File: src/rtl/fetch_unit.sv
// rtl/fetch_unit.sv - instruction-fetch stage: PC, IF/ID register, stall/redirect/halt, wrap pulse
module fetch_unit #(
  parameter int                   PC_W      = 8,
  parameter int                   INSTR_W   = 24,
  parameter logic [PC_W-1:0]      RESET_PC  = 8'h00,
  parameter logic [INSTR_W-1:0]   NOP_INSTR = 24'h0,
  parameter int                   CNT_W     = 16
) (
  input  logic               clk,
  input  logic               rst_n,
  input  logic               stall_i,
  input  logic               redirect_i,
  input  logic [PC_W-1:0]    redirect_pc_i,
  input  logic               halt_i,
  output logic [PC_W-1:0]    imem_pc_o,
  input  logic [INSTR_W-1:0] imem_instr_i,
  output logic               ifid_valid_o,
  output logic [PC_W-1:0]    ifid_pc_o,
  output logic [PC_W-1:0]    ifid_pc_next_o,
  output logic [INSTR_W-1:0] ifid_instr_o,
  output logic               halted_o,
  output logic               pc_wrap_o,
  output logic [CNT_W-1:0]   fetch_count_o
);

  typedef enum logic {RUN, HALTED} state_t;

  state_t          state_q;
  logic [PC_W-1:0] pc_q;

  assign imem_pc_o      = pc_q;
  assign ifid_pc_next_o = ifid_pc_o + 1'b1;

  always_ff @(posedge clk) begin
    if (!rst_n) begin
      state_q       <= RUN;
      pc_q          <= RESET_PC;
      ifid_valid_o  <= 1'b0;
      ifid_pc_o     <= '0;
      ifid_instr_o  <= NOP_INSTR;
      halted_o      <= 1'b0;
      pc_wrap_o     <= 1'b0;
      fetch_count_o <= '0;
    end else begin
      pc_wrap_o <= 1'b0;
      if (redirect_i) begin
        // Wrong-path fetch is squashed into a bubble and not counted.
        pc_q         <= redirect_pc_i;
        ifid_valid_o <= 1'b0;
        ifid_pc_o    <= '0;
        ifid_instr_o <= NOP_INSTR;
        state_q      <= RUN;
        halted_o     <= 1'b0;
      end else if (halt_i || state_q == HALTED) begin
        ifid_valid_o <= 1'b0;
        ifid_pc_o    <= '0;
        ifid_instr_o <= NOP_INSTR;
        state_q      <= HALTED;
        halted_o     <= 1'b1;
      end else if (!stall_i) begin
        pc_q         <= pc_q + 1'b1;
        ifid_valid_o <= 1'b1;
        ifid_pc_o    <= pc_q;
        ifid_instr_o <= imem_instr_i;
        pc_wrap_o    <= (pc_q == {PC_W{1'b1}});
        if (fetch_count_o != {CNT_W{1'b1}})
          fetch_count_o <= fetch_count_o + 1'b1;
      end
    end
  end

endmodule
File: config.mk
export PLATFORM = sky130hd
export DESIGN_NAME = fetch_unit
export DESIGN_NICKNAME = d
export VERILOG_FILES = /design/src/rtl/fetch_unit.sv
export SDC_FILE = /design/constraint.sdc
export NUM_CORES = 1
export LEC_CHECK = 0
export ABC_AREA = 1
export CORE_AREA = 10 10 91 93
export CTS_CLUSTER_SIZE = 16
export DETAILED_ROUTE_END_ITERATION = 7
export DIE_AREA = 0 0 101 103
export PLACE_DENSITY = 0.78
export SYNTH_ARGS = -nofsm -noshare
export SYNTH_HDL_FRONTEND = slang
export SYNTH_SLANG_ARGS = --single-unit
File: constraint.sdc
create_clock -name clk -period 1.6 [get_ports clk]
set_input_delay 0.24 -clock clk [delete_from_list [all_inputs] [get_ports clk]]
set_output_delay 0.24 -clock clk [all_outputs]
set_load 0.005 [all_outputs]
After elaboration in Yosys (flattened, before gate mapping)
Cells that the tools add are included.
- register bits: 59
- bits in latches: 0
- bits in writable memories: 0
- ROM bits: 0
- input port bits: 37
- output and inout bits: 67
- word-level logic and storage cells: 27
- memories: 0
- add/subtract/negate cells: 3
- multiply operators: 0
- div/mod/pow operators: 0
- order comparisons: 0
- equality and inequality tests: 4
- shifts and indexed selects: 0
- muxes and demuxes: 3
- bitwise logic cells: 4
- reduce and logical (&&, ||, !) cells: 6
- operators with widths (operator ; count):
    $mux W8 ; 3
    $add A16 B1 Y16 const B ; 1
    $add A8 B1 Y8 const B ; 2
    $ne A16 B16 Y1 const B ; 1
    $eq A8 B8 Y1 const B ; 1
    $not A1 Y1 ; 4
    $reduce_and A4 Y1 ; 1
    $reduce_or A4 Y1 ; 1
    $reduce_or A3 Y1 ; 1
    $ne A2 B1 Y1 const B ; 1
    $ne A2 B2 Y1 const B ; 1
    $reduce_and A2 Y1 ; 1
    $reduce_or A2 Y1 ; 1
    $logic_or A1 B1 Y1 ; 1

Depth between registers and ports, before layout
Gate-level depths: netlist (run 1).
- depth in word-level cells: 4
- mapped depth: 10

Least setup slack after synthesis (run 1)
No wires, ideal clock.
- kind: reg-to-reg
- start point: register fetch_count_o[1]
- end point: register fetch_count_o[11]
- data arrival time: 1.281 ns
- data required time: 1.485 ns
- path slack: 0.204 ns
- cell stages (with the launch flop): 10
- path buffers: 1
- clock period less this slack: 1.396 ns
- path through: dfxtp_1 -> ha_1 -> inv_1 -> nor2_4 -> nand2_2 -> nor2_4 -> nor2_4 -> buf_6 -> a21oi_1 -> nor2_1
- longest elaborated chain between the ends: 2
- elaborated cells on any way between the ends: 3
- RTL lines (what ; line ; RTL):
    from (decl) ; 23 ; output logic [CNT_W-1:0] fetch_count_o
    from (signal assigned) ; 67 ; fetch_count_o <= fetch_count_o + 1'b1;
    parallel branches: the longest is 2 deep, another holds $add A16 B1 Y16 ; - ;
Several ways; the timed one is not identified.
A chain may end at the register's enable or synchronous reset.

Worst setup path in the final report (run 1)
- start point: register ifid_pc_o[1]
- end point: output ifid_pc_next_o[6]
- longest elaborated chain between the ends: 1
- RTL lines (what ; line ; RTL):
    from (decl) ; 18 ; output logic [PC_W-1:0] ifid_pc_o,
    from (signal assigned) ; 63 ; ifid_pc_o <= pc_q;
    $add A8 B1 Y8 ; 32 ; assign ifid_pc_next_o = ifid_pc_o + 1'b1;
    to (decl) ; 19 ; output logic [PC_W-1:0] ifid_pc_next_o,
Every way passes these cells.

==> results.toml, run 1 <==
[run_status]
status = "complete, but fails checks"
violations = "setup timing"

[route]
drt-initial-drc-count = 101
wl_per_cell_microns = 14.1
num_vias = 2932
dr.pass1.iters = 4
wirelength_mm = 8.54
postRouteAntennaNets = 0
drcViolationCount = 0
via_per_inst = 4.85

[clocking]
clk_latency_ns = 0.34
clock_path_buffers = 2
cts_made_buffers = 9
h-tree-depth = 3
clock-sinks = 59
clkTransAtPathRegs_ns = 0.07
postCtsHoldBufs = 0
cts_tree = "done"
clk_root_buffer_cell = "clkbuf_8"

[worst_setup_path]
end_kind = "primary output"
path_class = "reg -> out"
cpLargestDelayFamily = "flip-flops"
crit_chain = "ha_4 -> nand3_4 -> nor3_4 -> xor2_1 -> buf_2"
crit_arrival_ns = 1.37
reg2reg_slack_ns = 0.12
crit_slowest_cell = "dfxtp_4"
crit_buf_inv = 1
path_max_fanout = 3
slowest_delay_ns = 0.38
cp-start-kind = "flop"
worstPathRequired_ns = 1.36

[worst_hold_path]
min_path_type = "in -> reg"

[timing]
setup_viol = 1
skew_ns = 0.00425
relSlewSlack = 0.746
min_period_ns = 1.61
tightest_slew_ns = 0.381
maxClockFrequency_mhz = 622
hold_slack_ns = 0.450
timing.final.ws_setup_ns = -0.00714
drv_slew = 0
period_share = 1.00
rsz0062_at_grt = "yes"
hold_violations = 0

[yosys]
synth_area_sq_um = 2750
synth_flop_cell = "dfxtp_1"
yosysSeqAreaShare = 0.429
ys_seq_elements = 59
yosys_warnings = 0
synth-edff-count = 0
async_flop_share = 0
ys_types = 25
synthCells = 391
syn_avg_cell_area_sq_um = 7.04
syn-num-nets = 431

[placed_design]
port_buffers = 103
pre_cts_ws_ns = -0.195
post-dp-hpwl_mm = 6.41
gp_congestion = 0.860

[final_layout]
n_fill_cell = 581
post-route-util = 0.651
mostFrequentLayoutCell = "nand2_1"
nets = 559
area_growth_pct = 55.3
layout_common_cells = "nand2_1 (114), clkdlybuf4s50_1 (92), dfxtp_1 (49)"
drive_above_1_share = 0.166
antennaDiodeCount = 0

[floorplan]
die_h_microns = 103
die-area_sq_um = 10400
boundaryPins = 104
die_w_microns = 101
initial_utilization = 0.419
fp.coreArea_sq_um = 6570
rows = 30

[global_route]
grt_pass1_vias = 2835
antenna_found_initial = 0
grt_pass1_wl_mm = 13.8
grt_max_degree = 38
grt_overflow = 0
grt_usage = 0.162

[power]
p_leak_nw = 1.66
total_power_w = 0.00314
vdd_ir_drop_max_v = 0.000589
cellPowerDensity_nw_per_um2 = 735

[run]
cap_viol_max_count = 0
synth_stat cells, types with 3 or more instances:
cell type    n  area, sq um
nand3_1     21          105
buf_2        8         40.0
o21ai_0      8         40.0
ha_1         3         37.5
a21oi_1     48          240
nand4_1      4         25.0
nor2_2       4         25.0
nand3b_1     3         22.5
nor2_1      46          173
inv_1       26         97.6
a31oi_1      3         18.8
nor2_4       6         67.6
xnor2_1      4         35.0
xor2_1       9         78.8
clkbuf_1     4         15.0
inv_2        4         15.0
nand2_1    115          432
nor3_1       5         25.0
nand2_2      6         37.5
dfxtp_1     59         1180
final timing paths:
check,startpoint,endpoint,cells past startpoint
setup / recovery,ifid_pc_o[1],ifid_pc_next_o[6],5
hold / removal,imem_instr_i[11],ifid_instr_o[11],3
setup reg to reg,fetch_count_o[0],fetch_count_o[15],9
hold reg to reg,ifid_instr_o[15],ifid_instr_o[15],2
cell type report:
class                   count  area, sq um  area share
multi-input cells         287         1440       0.337
flip-flops and latches     59         1200       0.281
clock inverters             4         25.0     0.00585
repair buffers            131         1240       0.290
well taps                  80          100      0.0234
inverters                  31          116      0.0272
clock buffers              12          155      0.0363
metal layers:
layer | global-route usage | vias to the layer above | share of wire
met5 | 0 | - | 0
met4 | 0.0611 | 0 | 0.016
met3 | 0.0456 | 15 | 0.063
met2 | 0.281 | 72 | 0.51
met1 | 0.184 | 1341 | 0.41
li1 | - | 1504 | -
worst register-to-register path, delay by kind of cell, from the launching register on:
| family | cells | cell delay, ns |
|---|---|---|
| AOI/OAI and AO/OA | 1 | 0.15 |
| adders and majority gates | 1 | 0.20 |
| buffers and inverters | 2 | 0.23 |
| DFF | 1 | 0.35 |
| and+or+nand+nor | 5 | 0.45 |
sequential cells by signal (all words and copies together), names as in the netlist:
signal         flops
pc_wrap_o          1
ifid_instr_o      24
ifid_valid_o       1
imem_pc_o          8
ifid_pc_o          8
state_q            1
fetch_count_o     16
power by group:
part | internal (W) | switching, W
Sequential | 0.00150 | 0.0000284
Clock | 0.000641 | 0.000601
Combinational | 0.000206 | 0.000170
stage by stage:
| stage | cell area (sq um) | instances | setup TNS [ns] |
|---|---|---|---|
| after floorplan | 2750 | 391 | 0 |
| after global placement | 4010 | 585 | -0.209 |
| after detailed placement | 4010 | 585 | -0.447 |
| after CTS | 4230 | 604 | -0.144 |
| after global routing | 4270 | 604 | -0.191 |
| final | 4270 | 604 | -0.00714 |
cell families after synthesis:
group | synth area share
AOI/OAI and AO/OA | 0.111
buffers and inverters | 0.0691
xor gates and xnor gates | 0.0414
adders and majority gates | 0.0136
DFF | 0.429
and+or+nand+nor | 0.335
timing repair:
item | CTS | global route
setup buffers | 3 | 1
setup endpoints to repair | 13 | 20
gates resized for setup | 38 | 15
pin swaps | 6 | 7
No activity file was read; power rests on OpenSTA's default activity.
==> run 2, diff against run 1 <==
--- a/config.mk
+++ b/config.mk
@@ -14,3 +14,4 @@
 export SYNTH_ARGS = -nofsm -noshare
 export SYNTH_HDL_FRONTEND = slang
 export SYNTH_SLANG_ARGS = --single-unit
+export TNS_END_PERCENT = 1
==> run 2 against run 1 <==
Compared with the run above: the run still ends with setup timing left; clock skew about the same; first-iteration DRC count is 6.9% higher; power decreased by 0.11%; sequential share of layout area increased by 0.074 points; worst setup slack got worse by 0.015 ns; global-route usage about the same; critical endpoint unchanged; largest cell class unchanged.
==> results.toml, run 2 (synthesis gave the netlist of run 1 again) <==
[run_status]
status = "complete, but fails checks"
violations = "setup timing"

[clocking]
h-tree-depth = 3
clock_path_buffers = 2
cts_made_buffers = 9
clk_root_buffer_cell = "clkbuf_8"
postCtsHoldBufs = 0
cts_tree = "done"
clkTransAtPathRegs_ns = 0.07
clk_latency_ns = 0.34
clock-sinks = 59

[timing]
skew_ns = 0.00409
setup_viol = 2
relSlewSlack = 0.746
min_period_ns = 1.62
tightest_slew_ns = 0.381
rsz0062_at_grt = "yes"
timing.final.ws_setup_ns = -0.0226
hold_slack_ns = 0.451
drv_slew = 0
hold_violations = 0
period_share = 1.01
maxClockFrequency_mhz = 616

[final_layout]
mostFrequentLayoutCell = "nand2_1"
largest_registers = "ifid_instr_o x24, fetch_count_o x16"
fin_cells = 604
n_fill_cell = 583
drive_above_1_share = 0.168
largest_reg_flops = 24
stdcell_area_sq_um = 4260
post-route-util = 0.649
antennaDiodeCount = 0
nets = 559
layout_common_cells = "nand2_1 (114), clkdlybuf4s50_1 (92), dfxtp_1 (49)"
area_growth_pct = 54.9
top_register = "ifid_instr_o"

[route]
num_vias = 2929
dr.pass1.iters = 4
via_per_inst = 4.85
wirelength_mm = 8.60
drt-initial-drc-count = 108
postRouteAntennaNets = 0
wl_per_cell_microns = 14.2
drcViolationCount = 0

[worst_setup_path]
cp-start-kind = "flop"
end_kind = "primary output"
path_max_fanout = 3
path_class = "reg -> out"
crit_arrival_ns = 1.38
cpLargestDelayFamily = "flip-flops"
crit_buf_inv = 1
slowest_delay_ns = 0.38
worstPathRequired_ns = 1.36
crit_slowest_cell = "dfxtp_4"
crit_chain = "ha_4 -> nand3_4 -> nor3_2 -> xor2_1 -> buf_2"

[placed_design]
dp_cells = 585
port_buffers = 103
post-dp-hpwl_mm = 6.41
pre_cts_ws_ns = -0.195
gp_congestion = 0.860
place_area_sq_um = 4010

[power]
p_leak_nw = 1.64
pwr-share-clk = 0.396
switching_share = 0.255
p_comb_frac = 0.118
cellPowerDensity_nw_per_um2 = 736
vdd_ir_drop_max_v = 0.000589
power.internal_w = 0.00234
switchingPower_w = 0.000800
pwr-share-seq = 0.486

[floorplan]
boundaryPins = 104
die-area_sq_um = 10400
initial_utilization = 0.419
die_w_microns = 101
rows = 30
die_h_microns = 103
fp.coreArea_sq_um = 6570

[global_route]
grt_overflow = 0
grt_pass1_vias = 2841
antenna_found_initial = 0
grt_usage = 0.162
grt_max_degree = 38
grt_pass1_wl_mm = 13.8

[run]
cap_viol_max_count = 0

[worst_hold_path]
min_path_type = "in -> reg"
==> run 2: cell types whose count changed in the layout (fill, tap and decap cells not counted), sizes merged <==
| cell | change |
|---|---|
| buf | -1 |
| dlygate4sd2 | +1 |
==> run 2: layer usage <==
layer  vias to the layer above  routed length [microns]  share of wire  GRT usage
met1                      1347                     3600           0.42      0.184
met2                        66                     4400           0.51      0.283
met3                        13                      502          0.058     0.0456
met4                         0                      105          0.012     0.0611
li1                       1503                        -              -          -
met5                         -                        0              0          0
==> run 2: area by class of cell <==
cell class                 count  area [sq um]  area share
clock buffer                  12           155      0.0364
multi-input combinational    287          1440       0.338
inverter                      31           116      0.0273
clock inverter                 4          25.0     0.00587
timing repair buffer         131          1220       0.287
tap                           80           100      0.0235
sequential                    59          1200       0.282
==> run 2: timing repair <==
item / in CTS / in global routing
gates resized for setup: 33 / 17
setup endpoints to repair: 13 / 20
buffers inserted: 3 / 0
pin swaps: 5 / 3
==> run 2: power groups by stage <==
stage               sequential (W)  clock [W]  combinational (W)
CTS                        0.00153    0.00127           0.000374
detailed placement         0.00156          0           0.000372
global route               0.00153    0.00132           0.000410
floorplan                  0.00156          0           0.000146
finish                     0.00152    0.00124           0.000371
global placement           0.00156          0           0.000364
==> run 2: worst register-to-register path, delay by kind of cell, from the launching register on <==
family | cells | cell delay [ns]
simple gates | 7 | 0.73
fa+ha+maj | 1 | 0.24
flops | 1 | 0.32
buf+inv | 2 | 0.12
==> run 2: metrics by stage <==
| stage | total power (W) | TNS, ns |
|---|---|---|
| after floorplan | 0.00171 | 0 |
| after global placement | 0.00192 | -0.209 |
| after detailed placement | 0.00193 | -0.447 |
| after CTS | 0.00317 | -0.271 |
| after global routing | 0.00326 | -0.362 |
| final | 0.00314 | -0.0377 |
==> run 2: worst paths after layout <==
check | to | start | cells after the start | slack (ns)
min reg2reg | ifid_instr_o[8] | ifid_instr_o[8] | 2 | 0.47
max reg2reg | fetch_count_o[6] | fetch_count_o[0] | 10 | 0.13
min | ifid_instr_o[11] | imem_instr_i[11] | 3 | 0.45
max | ifid_pc_next_o[6] | ifid_pc_o[0] | 5 | -0.02
